===== config.mk =====
export PLATFORM = sky130hd
export DESIGN_NAME = mux4_rr_arbiter
export DESIGN_NICKNAME = d
export VERILOG_FILES = /design/src/rtl/mux4_arb_pkg.sv /design/src/rtl/rr_pick4.sv /design/src/rtl/mux4_rr_arbiter.sv
export SDC_FILE = /design/constraint.sdc
export NUM_CORES = 1
export LEC_CHECK = 0
export CAP_MARGIN = 10
export CELL_PAD_IN_SITES_DETAIL_PLACEMENT = 1
export CELL_PAD_IN_SITES_GLOBAL_PLACEMENT = 2
export CORE_UTILIZATION = 24
export CTS_CLUSTER_SIZE = 14
export DETAILED_ROUTE_END_ITERATION = 16
export PLACE_DENSITY = 0.82
export SYNTH_ARGS = -nofsm -noshare
export SYNTH_HDL_FRONTEND = slang
export SYNTH_SLANG_ARGS = --single-unit

===== constraint.sdc =====
create_clock -name clk -period 2 [get_ports clk]
set_input_delay 0.4 -clock clk [delete_from_list [all_inputs] [get_ports clk]]
set_output_delay 0.4 -clock clk [all_outputs]
set_load 0.02 [all_outputs]

===== src/rtl/mux4_arb_pkg.sv =====
// ----------------------------------------------------------------------------
// mux4_arb_pkg
// Shared constants and types for the 4-way round-robin mux arbiter.
//   NUM_REQ  : number of requesters (4)
//   SEL_W    : width of a requester index (2)
//   state_t  : arbiter FSM state (IDLE, GRANT)
//   onehot() : index -> one-hot grant vector
// ----------------------------------------------------------------------------
package mux4_arb_pkg;

    localparam int NUM_REQ = 4;
    localparam int SEL_W   = 2;

    typedef enum logic {
        IDLE  = 1'b0,
        GRANT = 1'b1
    } state_t;

    function automatic logic [NUM_REQ-1:0] onehot(input logic [SEL_W-1:0] idx);
        return NUM_REQ'(1) << idx;
    endfunction

endpackage


===== src/rtl/rr_pick4.sv =====
// ----------------------------------------------------------------------------
// rr_pick4
// Combinational round-robin picker: returns the first set request bit found
// scanning ptr, ptr+1, ... modulo 4.
//   req   [3:0] in  : request vector
//   ptr   [1:0] in  : index where the scan starts
//   idx   [1:0] out : winning requester (0 when nothing is requested)
//   valid       out : any request present
// ----------------------------------------------------------------------------
module rr_pick4
    import mux4_arb_pkg::*;
(
    input  logic [NUM_REQ-1:0] req,
    input  logic [SEL_W-1:0]   ptr,
    output logic [SEL_W-1:0]   idx,
    output logic               valid
);

    logic [SEL_W-1:0] cand;
    logic             found;

    always_comb begin
        idx   = '0;
        cand  = '0;
        found = 1'b0;
        for (int k = 0; k < NUM_REQ; k++) begin
            // 2-bit add wraps naturally, giving the modulo-4 scan order
            cand = ptr + SEL_W'(k);
            if (!found && req[cand]) begin
                idx   = cand;
                found = 1'b1;
            end
        end
    end

    assign valid = |req;

endmodule


===== src/rtl/mux4_rr_arbiter.sv =====
// ----------------------------------------------------------------------------
// mux4_rr_arbiter
// Round-robin arbiter over 4 requesters that also muxes one data bit from the
// current owner. Two-state FSM (IDLE/GRANT); every release inserts one IDLE
// cycle before the next grant.
//   HOLD_MAX       param : maximum grant length in cycles (1..255), only used
//                          when MUX4_ARB_HOLD_LIMIT_EN is defined
//   clk            in    : rising-edge clock
//   rst_n          in    : synchronous active-low reset
//   req      [3:0] in    : one request bit per requester
//   data_in  [3:0] in    : one data bit per requester
//   gnt      [3:0] out   : registered one-hot grant (or zero)
//   sel      [1:0] out   : registered index of current/last owner
//   busy           out   : high while in GRANT
//   y              out   : registered data_in[sel] while granted, else 0
//   preempt        out   : one-cycle pulse on a forced (hold-limit) release
// Optional feature: define MUX4_ARB_HOLD_LIMIT_EN to enable the hold-limit
// counter and preemption. Without it grants are held until req[sel] drops.
// ----------------------------------------------------------------------------
module mux4_rr_arbiter
    import mux4_arb_pkg::*;
#(
    parameter int unsigned HOLD_MAX = 8
) (
    input  logic               clk,
    input  logic               rst_n,
    input  logic [NUM_REQ-1:0] req,
    input  logic [NUM_REQ-1:0] data_in,
    output logic [NUM_REQ-1:0] gnt,
    output logic [SEL_W-1:0]   sel,
    output logic               busy,
    output logic               y,
    output logic               preempt
);

    if (HOLD_MAX < 1 || HOLD_MAX > 255) begin : g_bad_hold_max
        $error("mux4_rr_arbiter: HOLD_MAX must be in 1..255");
    end

    state_t             state_q, state_d;
    logic [NUM_REQ-1:0] gnt_q,   gnt_d;
    logic [SEL_W-1:0]   sel_q,   sel_d;
    logic [SEL_W-1:0]   ptr_q,   ptr_d;
    logic               y_q,     y_d;

    logic [SEL_W-1:0]   pick_idx;
    logic               pick_valid;

`ifdef MUX4_ARB_HOLD_LIMIT_EN
    logic [7:0]         cnt_q,     cnt_d;
    logic               preempt_q, preempt_d;
    logic               other_pend;

    // Someone other than the owner is waiting; only then is preemption useful
    assign other_pend = |(req & ~gnt_q);
`endif

    rr_pick4 u_pick (
        .req   (req),
        .ptr   (ptr_q),
        .idx   (pick_idx),
        .valid (pick_valid)
    );

    always_comb begin
        state_d = state_q;
        gnt_d   = gnt_q;
        sel_d   = sel_q;
        ptr_d   = ptr_q;
`ifdef MUX4_ARB_HOLD_LIMIT_EN
        cnt_d     = cnt_q;
        preempt_d = 1'b0;
`endif
        case (state_q)
            IDLE: begin
                gnt_d = '0;
                if (pick_valid) begin
                    state_d = GRANT;
                    gnt_d   = onehot(pick_idx);
                    sel_d   = pick_idx;
`ifdef MUX4_ARB_HOLD_LIMIT_EN
                    cnt_d   = 8'd1;
`endif
                end
            end
            GRANT: begin
                if (!req[sel_q]) begin
                    state_d = IDLE;
                    gnt_d   = '0;
                    ptr_d   = sel_q + SEL_W'(1);
`ifdef MUX4_ARB_HOLD_LIMIT_EN
                    cnt_d   = '0;
`endif
                end
`ifdef MUX4_ARB_HOLD_LIMIT_EN
                else if (cnt_q == 8'(HOLD_MAX)) begin
                    // Limit reached: yield only if someone else is waiting,
                    // otherwise keep the grant with the counter saturated.
                    if (other_pend) begin
                        state_d   = IDLE;
                        gnt_d     = '0;
                        ptr_d     = sel_q + SEL_W'(1);
                        cnt_d     = '0;
                        preempt_d = 1'b1;
                    end
                end else begin
                    cnt_d = cnt_q + 8'd1;
                end
`endif
            end
            default: begin
                state_d = IDLE;
                gnt_d   = '0;
            end
        endcase

        // y shows the owner's data with one cycle of lag, and only while the
        // grant continues; it reads 0 in every IDLE cycle.
        y_d = ((state_q == GRANT) && (state_d == GRANT)) ? data_in[sel_q] : 1'b0;
    end

    always_ff @(posedge clk) begin
        if (!rst_n) begin
            state_q <= IDLE;
            gnt_q   <= '0;
            sel_q   <= '0;
            ptr_q   <= '0;
            y_q     <= 1'b0;
`ifdef MUX4_ARB_HOLD_LIMIT_EN
            cnt_q     <= '0;
            preempt_q <= 1'b0;
`endif
        end else begin
            state_q <= state_d;
            gnt_q   <= gnt_d;
            sel_q   <= sel_d;
            ptr_q   <= ptr_d;
            y_q     <= y_d;
`ifdef MUX4_ARB_HOLD_LIMIT_EN
            cnt_q     <= cnt_d;
            preempt_q <= preempt_d;
`endif
        end
    end

    assign gnt  = gnt_q;
    assign sel  = sel_q;
    assign busy = (state_q == GRANT);
    assign y    = y_q;
`ifdef MUX4_ARB_HOLD_LIMIT_EN
    assign preempt = preempt_q;
`else
    assign preempt = 1'b0;
`endif

endmodule


### Yosys cells after proc, flatten, opt, wreduce, memory -nomap -nowiden

Cells that the tools add are included.

| storage, ports and cells | value |
|---|---|
| flip-flop bits (word level) | 10 |
| logic and storage cells | 54 |

| operators by class | value |
|---|---|
| bitwise logic cells | 2 |
| add/subtract/negate cells | 4 |
| shift operators | 1 |
| equal/unequal tests | 1 |
| mux-type cells | 25 |
| $lt $le $gt $ge | 5 |
| reduce and logical (&&, ||, !) cells | 11 |

Operator list:

| cell | number |
|---|---|
| $lt 2x3->1 const B | 5 |
| $bmux 1 s2 | 6 |
| $mux 1 | 11 |
| $mux 2 | 4 |
| $mux 4 | 2 |
| $pmux 4 s2 | 1 |
| $reduce_and 2->1 | 3 |
| $add 2x1->2 const B | 2 |
| $add 2x2->2 const B | 2 |
| $logic_and 1x1->1 | 4 |
| $reduce_or 4->1 | 1 |
| $shl 1x2->4 const A | 1 |
| $logic_not 1->1 | 3 |
| $ne 2x2->1 const B | 1 |
| $not 1->1 | 2 |
| $pmux 1 s2 | 1 |

### Logic depth before layout (Yosys ltp)

Gate-level depths: netlist of the first run.

| logic depth | value |
|---|---|
| depth in word-level cells | 15 |
| depth in mapped cells | 5 |

### By module

From an unflattened synthesis of the first run, not the netlist that was laid out.

| unflattened totals | value |
|---|---|
| cells, all modules | 58 |
| area total of the unflattened synthesis | 551.8 µm² |

By module, submodules not included:

| module | cells an instance | area an instance (µm²) | seq. area each (µm²) | instances |
|---|---|---|---|---|
| mux4_rr_arbiter | 43 | 474.2 | 200.2 | 1 |
| rr_pick4 | 15 | 77.6 | 0.0 | 1 |

### Least setup slack after synthesis of the first run

No wires, ideal clock.

| timing path | value |
|---|---|
| path type | register to register |
| from | register sel_q[0] (netlist: sel[0]) |
| to | register state_q (netlist: busy) |
| path slack | 391 ps |
| cell stages (with the launch flop) | 4 |
| data arrival time | 1489 ps |
| data required time | 1880 ps |
| clock period less this slack | 1609 ps |
| path buffers | 0 |
| cell sequence | dfxtp_1 mux4_2 and3_4 or2_1 |

| on the way | value |
|---|---|
| cells in the longest elaborated chain, start to end | 4 |

RTL lines:

| element | line | text |
|---|---|---|
| start, declared | mux4_rr_arbiter.sv:42 | `logic [SEL_W-1:0] sel_q, sel_d;` |
| start signal, assigned | mux4_rr_arbiter.sv:136 | `sel_q <= sel_d;` |
| $bmux 1 s2 | mux4_rr_arbiter.sv:87 | `if (!req[sel_q]) begin` |
| $mux 1 (implied by the code) | mux4_rr_arbiter.sv:87 |  |
| $mux 1 | mux4_rr_arbiter.sv:87 |  |
| $pmux 1 s2 | mux4_rr_arbiter.sv:74 | `case (state_q)` |
| end signal, assigned | mux4_rr_arbiter.sv:134 | `state_q <= state_d;` |
| end, declared | mux4_rr_arbiter.sv:40 | `state_t state_q, state_d;` |

No other way between the ends. The select of a mux whose other input is x is not followed.
A chain may end at the register's enable or synchronous reset.

### Final worst setup path of the first run

| timing path | value |
|---|---|
| from | register sel_q[0] (netlist: sel[0]) |
| to | output sel[0] |

RTL lines:

| element | line | text |
|---|---|---|
| end, declared | mux4_rr_arbiter.sv:30 | `output logic [SEL_W-1:0] sel,` |

No word-level cell between the ends.

==> results.json, run 1 <==
{
  "overflow": 0,
  "clk_path_buf_depth": 2,
  "worst_setup_path_end_kind": "output pin",
  "initial_utilization": 0.256,
  "finalWirelength_um": 1220,
  "p_leak_nw": 0.283,
  "grt_pass1_wl_um": 1800,
  "worstReg2RegEnd": "gnt[0]",
  "finalSetupTns_ps": 0,
  "dieWidth_um": 47.7,
  "path_delay_family": "buffers and inverters",
  "ys_seq_elements": 10,
  "syn_nets": 61,
  "grt_pass1_vias": 426,
  "fin_skew_ps": 4.49,
  "r2r_setup_slack_ps": 410,
  "reg2reg_depth": 3,
  "num_vias": 464,
  "portBuffers": 17,
  "via_per_inst": 4.64,
  "grt_max_degree": 9,
  "crit-reg2reg-launch": "sel[0]",
  "fmax_mhz": 555,
  "syn_area_um2": 502,
  "synthMuxAreaShare": 0.117,
  "synthAdderAreaFrac": 0,
  "final_hold_viol_count": 0,
  "cts_resized": 0,
  "ir_drop_v": 0.000281,
  "fillers": 247,
  "rsz0062_at_grt": "no",
  "cp.arrival_ps": 1400,
  "grtUsageTotal": 0.123,
  "cts-htree-levels": 1,
  "core_um2": 1960,
  "post-route-period-util": 0.902,
  "drv_slew": 0,
  "cp_num_buf_inv": 1,
  "hold_path_depth": 2,
  "worstHoldStart": "gnt[3]",
  "drv_cap": 0,
  "critical_path_class": "flop to output pin",
  "place_congestion": 0.704,
  "cp_cell_sequence": "clkdlybuf4s50_1",
  "grt_antenna_before_repair": 0,
  "yosys_warnings": 0,
  "seq_area_um2": 200,
  "postRouteAntennaNets": 0,
  "cts_buffers": 3,
  "cts_tree": "done",
  "synth-compound-area-share": 0.252,
  "drive_gt1_frac": 0.151,
  "root_buffer": "clkbuf_4",
  "die_h_um": 47.7,
  "synth_top_area_frac": 0.399,
  "outcome": "finished, final reports clean",
  "worstPathRequired_ps": 1600,
  "worstMarginPinSlew_ps": 506,
  "fin_nets": 84,
  "dr.pass1.iters": 5,
  "slew_headroom": 0.663,
  "hold_buffers": 0,
  "areaGrowthSynthToFinish_pct": 49.9,
  "synth_top_family_by_area": "compound AO/OA/AOI/OAI gates",
  "period_needed_ps": 1800,
  "worstSkewPairLatency_ps": 260,
  "hp-class": "flop to flop",
  "numClockSinks": 10,
  "avgSynthCellArea_um2": 9.84,
  "setup_violations": 0,
  "cp_max_fo": 6,
  "synth_simple_gate_area_frac": 0.175,
  "power_w": 0.000560,
  "ys_seq_area_frac": 0.399,
  "max_stage_delay_ps": 660,
  "antenna_cells": 0,
  "startpoint_type": "flop",
  "synthCells": 51,
  "cts.clk_slew.worst_paths_ps": 70,
  "power-per-cell-area_nw_per_um2": 745,
  "hpwl_um": 985,
  "rows": 16,
  "synth_area_leaders": "dfxtp_1, mux4_1, nand2_1",
  "drtIter0Drc": 4,
  "holdPathEnd": "gnt[3]",
  "yosysTopAreaCell": "dfxtp_1",
  "post-route-drc-count": 0,
  "post_cts_buffers": 0,
  "multiInputGateArea_um2": 285,
  "die_area_um2": 2280,
  "io_pins": 19,
  "wl_per_cell_um": 12.2,
  "ys_types": 30,
  "synth_xor_area_frac": 0.0175,
  "crit_path_top_delay_cell": "clkdlybuf4s50_1"
}
layer usage:
metal,GRT usage,vias up,routed length [um],part of all wire
li1,-,234,-,-
met1,0.137,219,548,0.45
met2,0.186,9,607,0.50
met3,0.0453,2,47,0.038
met4,0.100,0,19,0.016
met5,0,-,0,0
final cells by class:
class                      instances  share of cell area
clock buffer                       4              0.0483
inverter                           1             0.00499
sequential                        10               0.266
timing repair buffer              20               0.256
multi-input combinational         38               0.379
tap                               27              0.0449
logic make-up (layout without fill, tap and decap cells):
kind of cell              Yosys count  in the layout
xor gates and xnor gates            1              1
other                               1              1
muxes                               3              3
AOI/OAI and AO/OA                  17             17
buffers and inverters               3             25
and+or+nand+nor                    16             16
DFF                                10             10
synth_stat cells, drive strengths merged:
cell    number
nand2        7
xor2         1
conb         1
o21a         1
o22ai        2
or2          1
o211a        1
nand2b       1
a32o         2
o221ai       2
o31ai        2
inv          1
nor4         1
o22a         1
a21o         1
o21ai        2
mux2i        1
a21boi       1
and2         2
nor2         1
a21oi        2
dfxtp       10
and3         1
mux4         2
nor2b        1
nand3        1
buf          2
metrics by stage:
| stage | util | worst slack [ps] | instance area (um^2) | std cells | hold WS (ps) |
|---|---|---|---|---|---|
| floorplan | - | 391 | 502 | 51 | 493 |
| finish | 0.383 | 197 | 752 | 100 | 455 |
| CTS | 0.383 | 174 | 752 | 100 | 462 |
| global placement | 0.365 | 35.6 | 716 | 96 | 437 |
| detailed placement | 0.365 | 45.4 | 716 | 96 | 447 |
| global route | 0.383 | 127 | 752 | 100 | 484 |
flip-flops by register name, summed over array words and instances (netlist names):
register  cells
y             1
ptr_q         2
gnt           4
sel           2
busy          1
placed cells by master, fill, tap and decap left out, types with 2 or more instances in the layout:
cell / synthesis / final
o21ai_0: 2 / 2
a32o_1: 2 / 2
dfxtp_1: 10 / 10
buf_4: 1 / 3
o221ai_1: 2 / 2
nand2_1: 7 / 7
o31ai_1: 2 / 2
a21oi_1: 2 / 2
clkdlybuf4s50_1: 0 / 17
clkbuf_4: 0 / 3
o22ai_1: 2 / 2
power by group:
group	switching, W	internal (W)	total [W]
Sequential	0.0000182	0.000217	0.000235
Combinational	0.0000655	0.0000785	0.000144
Clock	0.0000706	0.000111	0.000181
Total	0.000154	0.000406	0.000560
worst max-delay path by stage:
stage / from / to / slack (ps) / cells past startpoint
after floorplan: sel[0] / busy / 390 / 3
after global placement: req[0] / busy / 40 / 4
after detailed placement: req[0] / busy / 50 / 4
after CTS: sel[0] / sel[0] / 170 / 1
after global routing: sel[0] / sel[0] / 130 / 1
final: sel[0] / sel[0] / 200 / 1
No activity file was read; power rests on OpenSTA's default activity.
==> run 2: changes to the inputs <==
--- a/config.mk
+++ b/config.mk
@@ -11,6 +11,7 @@
 export CORE_UTILIZATION = 24
 export CTS_CLUSTER_SIZE = 14
 export DETAILED_ROUTE_END_ITERATION = 16
+export MAX_ROUTING_LAYER = met4
 export PLACE_DENSITY = 0.82
 export SYNTH_ARGS = -nofsm -noshare
 export SYNTH_HDL_FRONTEND = slang
==> constraint.sdc (replaced) <==
create_clock -name clk -period 2 [get_ports clk]
set_input_delay 0.4 -clock clk [delete_from_list [all_inputs] [get_ports clk]]
set_output_delay 0.4 -clock clk [all_outputs]
set_load 0.1 [all_outputs]
==> results.json, run 2 (synthesis gave the netlist of run 1 again) <==
{
  "portBuffers": 17,
  "drtIter0Drc": 2,
  "grt_util_met3": 0.0453,
  "p_leak_nw": 0.300,
  "internal_power_w": 0.000405,
  "numClockSinks": 10,
  "ir_drop_v": 0.000352,
  "clk_path_buf_depth": 2,
  "switchingPower_w": 0.000247,
  "cts_buffers": 3,
  "clkPwrFrac": 0.282,
  "via_per_inst": 4.82,
  "num_vias": 482,
  "cts_tree": "done",
  "crit-reg2reg-launch": "sel[0]",
  "hpwl_um": 1060,
  "die_h_um": 47.7,
  "period_needed_ps": 1680,
  "finalSetupTns_ps": 0,
  "combinationalPowerShare": 0.356,
  "postRouteAntennaNets": 0,
  "grt_max_degree": 9,
  "grt_pass1_wl_um": 2130,
  "grt_use_met2": 0.249,
  "rows": 16,
  "initial_utilization": 0.256,
  "fin_skew_ps": 0.929,
  "grt_use_met1": 0.147,
  "layout.cells.most_common_list": "buf_4, dfxtp_1, clkdlybuf4s50_1",
  "io_pins": 19,
  "drv_cap": 0,
  "multiInputGateArea_um2": 285,
  "startpoint_type": "primary input",
  "drv_slew": 0,
  "top_usage_layer": "met2",
  "cts-htree-levels": 1,
  "areaGrowthSynthToFinish_pct": 48.6,
  "dieWidth_um": 47.7,
  "setup_violations": 0,
  "hold_buffers": 0,
  "largest_reg_flops": 4,
  "r2r_setup_slack_ps": 510,
  "crit_path_start": "req[0]",
  "core_um2": 1960,
  "worstSkewPairLatency_ps": 270,
  "worstPathRequired_ps": 2130,
  "detailedPlace.worstSlack_ps": 24.8,
  "grtUsageTotal": 0.151,
  "fillers": 248,
  "post_cts_buffers": 0,
  "worstReg2RegEnd": "gnt[3]",
  "wl_per_cell_um": 13.1,
  "overflow": 0,
  "drive_gt1_frac": 0.274,
  "outcome": "finished, final reports clean",
  "worstMarginPinSlew_ps": 505,
  "setup_ws_ps": 318,
  "worst_setup_path_end_kind": "flop",
  "endpoint": "gnt[3]",
  "cp.arrival_ps": 1810,
  "grt_antenna_before_repair": 0,
  "power-per-cell-area_nw_per_um2": 873,
  "grt_pass1_vias": 492,
  "fmax_mhz": 595,
  "final_hold_viol_count": 0,
  "root_buffer": "clkbuf_4",
  "seq_area_um2": 201,
  "seqPwrFrac": 0.363,
  "critical_path_class": "primary input to flop",
  "cts_resized": 0,
  "rsz0062_at_grt": "no",
  "post-route-period-util": 0.841,
  "post-route-drc-count": 0,
  "reg2reg_depth": 4,
  "final_common_cell": "buf_4",
  "swShare": 0.379,
  "cts.clk_slew.worst_paths_ps": 70,
  "hp-class": "flop to flop",
  "die_area_um2": 2280,
  "finalWirelength_um": 1310,
  "fin_nets": 84,
  "cp_max_fo": 6,
  "dr.pass1.iters": 3,
  "place_congestion": 0.724,
  "antenna_cells": 0,
  "slew_headroom": 0.663
}
==> run 2: worst max-delay path, stage by stage <==
cell	delay, ps
clkdlybuf4s50_1	490
mux4_2	520
and3_4	230
nand2_1	90
o31ai_1	80
==> run 2: how the worst min path moves through the flow <==
stage,startpoint,end,cells past startpoint
floorplan,ptr_q[0],ptr_q[0],1
global placement,gnt[1],gnt[1],2
detailed placement,gnt[0],gnt[0],1
CTS,gnt[1],gnt[1],2
global route,gnt[1],gnt[1],2
finish,gnt[1],gnt[1],2
==> run 2: power groups by stage <==
stage	Clock, W	Sequential [W]	Combinational [W]
2_1_floorplan	0	0.000332	0.0000697
6_report	0.000183	0.000236	0.000232
5_1_grt	0.000202	0.000239	0.000244
4_1_cts	0.000189	0.000237	0.000233
3_5_place_dp	0	0.000242	0.000232
3_3_place_gp	0	0.000241	0.000230
==> run 2: per-layer routing <==
| layer | part of all wire | wire length (um) |
|---|---|---|
| met1 | 0.41 | 534 |
| met2 | 0.53 | 691 |
| met3 | 0.034 | 44 |
| met4 | 0.031 | 40 |
| met5 | 0 | 0 |
==> run 2: final cells by class <==
class | instances | share of cell area
Tap cell | 27 | 0.0453
Inverter | 1 | 0.00503
Multi-Input combinational cell | 38 | 0.383
Sequential cell | 10 | 0.270
Timing Repair Buffer | 20 | 0.248
Clock buffer | 4 | 0.0487
==> run 2: metrics by stage <==
stage | hold WS (ps) | cells | instance area [um^2] | power (W) | util
floorplan | 493 | 51 | 503 | 0.000402 | -
global placement | 440 | 96 | 709 | 0.000472 | 0.362
detailed placement | 455 | 96 | 709 | 0.000474 | 0.362
CTS | 469 | 100 | 746 | 0.000659 | 0.380
global route | 501 | 100 | 746 | 0.000685 | 0.380
finish | 463 | 100 | 746 | 0.000651 | 0.380
==> edit: new RTL, settings of run 1 <==
`SEL_W`: 2 -> 3. Comments in the files are not updated.
--- a/src/rtl/mux4_arb_pkg.sv
+++ b/src/rtl/mux4_arb_pkg.sv
@@ -9,7 +9,7 @@
 package mux4_arb_pkg;
 
     localparam int NUM_REQ = 4;
-    localparam int SEL_W   = 2;
+    localparam int SEL_W   = 3;
 
     typedef enum logic {
         IDLE  = 1'b0,
Interface: changed (resized sel); port bits go from 19 to 20. The function was not compared with the original's and may differ.
==> edit against run 1 <==
  * The run now ends with negative setup slack left
  * Synthesized cell count increased by 76%
  * Final area increased by 75%
  * Clock power increased by 12%
  * Sequential power increased by 41%
  * Setup slack got worse by 0.31 ns
  * Area after synthesis increased by 74%
  * Sequential cell count increased by 2
  * Total power increased by 110%
  * Wire length increased by 110%
  * Combinational power increased to 4.4 times the old value
  * Critical path type is now flip-flop to flip-flop
  * Largest power group is now combinational logic
==> edit: results (changes against run 1) <==
final_layout:
  final-clk-cell-share_pct: 2.76  # was 4.83%
  nets: 144  # was 84
  inverters_excl_clock: 5  # was 1
  drive_above_1_share_pct: 37.7  # was 15.1%
  multi_input_gates: 67  # was 38
  seq_share_pct: 18.8  # was 26.6%
  buffer_area_share_pct: 27.0  # was 25.6%
  signal_buffers: 42  # was 20
  n_fill_cell: 420  # was 247
critical_path:
  reg2reg_depth: 7  # was 3
  reg2reg_from: "ptr_q[0]$_SDFFE_PN0P_"  # was sel[0]$_SDFFE_PN0P_
  critPathKind: "flip-flop to flip-flop"  # was flip-flop to output pin
  timing.rr.end: "gnt[1]$_SDFFE_PN0P_"  # was gnt[0]$_SDFFE_PN0P_
  crit_family: "simple AND/OR/NAND/NOR gates"  # was buffers and inverters
  critPathMaxFanout: 4  # was 6
  crit_arrival_ns: 2.35  # was 1.40 ns
  ff2ff_setup_slack_ns: -0.12  # was 0.41 ns
  critPathSlowestCell: "or4_4"  # was clkdlybuf4s50_1
  slowest_delay_ns: 0.43  # was 0.66 ns
yosys:
  synth_area_leaders: "dfxtp_1 28%, mux4_2 10%, mux4_1 6.0%"  # was dfxtp_1 40%, mux4_1 5.2%, nand2_1 5.2%
  seq_area_frac_synth_pct: 27.5  # was 39.9%
  yosys.cell_types.count: 36  # was 30
cts:
  cts_sinks: 12  # was 10
  clkSlewWorstSetupHoldPaths_ns: 0.09  # was 0.07 ns
detailed_routing:
  wire_per_inst_um: 14.2  # was 12.2 um
  viasPerCell: 4.92  # was 4.64
  drt_wl_total_um: 2510  # was 1220 um
  drt-initial-drc-count: 33  # was 4
sta:
  final.setup.tns_ns: -0.420  # was 0 ns
  hold_ws_ns: 0.478  # was 0.455 ns
  fin_skew_ns: 0.00642  # was 0.00449 ns
  setup_viol_count_final: 5  # was 0
  layout_setup_ws_ns: -0.118  # was 0.197 ns
floorplan:
  die_area_um2: 3880  # was 2280 um^2
global_routing:
  grt.met1_usage_pct: 15.8  # was 13.7%
  grt_pass1_wl_um: 4330  # was 1800 um
  grt_max_degree: 8  # was 9
  track_usage_pct: 14.3  # was 12.3%
  met2_usage_pct: 25.8  # was 18.6%
power_and_ir_drop:
  ir_worst_vdd_uv: 316  # was 281 uV
  power_mw: 1.16  # was 0.560 mW
  p_per_area_nw_per_um2: 883  # was 745 nW/um^2
  leakagePower_nw: 0.528  # was 0.283 nW
  swShare_pct: 36.9  # was 27.6%
  clkPwrFrac_pct: 17.5  # was 32.4%
  p_comb_share_pct: 53.9  # was 25.7%
run_status:
  status: "finished, violations left"  # was completed
  violations: "negative setup slack"
placement:
  dp_cells: 169  # was 96
  pre_cts_slack_ns: -0.582  # was 0.0454 ns
  place_area_um2: 1240  # was 716 um^2
  io_buffer_count: 18  # was 17
  dp_hpwl_um: 2110  # was 985 um
==> edit: cell count changes after synthesis, sizes merged, moves of 3 or more <==
cell / run 1 / this run
a211oi: 0 / 3
buf: 2 / 5
ha: 0 / 3
inv: 1 / 5
mux4: 2 / 6
nor2: 1 / 10
o21ai: 2 / 5
==> edit: worst min-delay path by stage <==
stage | from | end | cells after the start
floorplan | rst_n | sel[2]$_SDFFE_PN0P_ | 2
global placement | gnt[2]$_SDFFE_PN0P_ | gnt[2]$_SDFFE_PN0P_ | 1
detailed placement | gnt[2]$_SDFFE_PN0P_ | gnt[2]$_SDFFE_PN0P_ | 1
CTS | gnt[2]$_SDFFE_PN0P_ | gnt[2]$_SDFFE_PN0P_ | 1
global route | gnt[2]$_SDFFE_PN0P_ | gnt[2]$_SDFFE_PN0P_ | 1
finish | gnt[2]$_SDFFE_PN0P_ | gnt[2]$_SDFFE_PN0P_ | 1
==> edit: what timing repair did <==
action | 4_1_cts | 5_1_grt
hold buffers | 0 | 0
pin swaps | 5 | 2
endpoints found under the setup margin | 6 | 7
setup buffers | 2 | 1
resized for setup | 9 | 6
==> edit: routing by layer <==
layer | vias up | routed length (um)
met5 | - | 0
met4 | 0 | 82
met3 | 12 | 70
met2 | 25 | 1270
met1 | 412 | 1080
li1 | 417 | -
==> edit: kinds of logic (layout without fill, tap and decap cells) <==
family	count (synthesis)	count (layout)	synth area share (%)
flip-flops	12	12	27.5
XOR/XNOR	3	3	3.01
adder cells (fa/ha/maj)	3	3	4.30
multiplexers	9	9	19.8
AO/OA/AOI/OAI	23	23	21.1
buffers and inverters	11	51	7.17
AND/OR/NAND/NOR	28	28	16.6
other	1	1	0.430
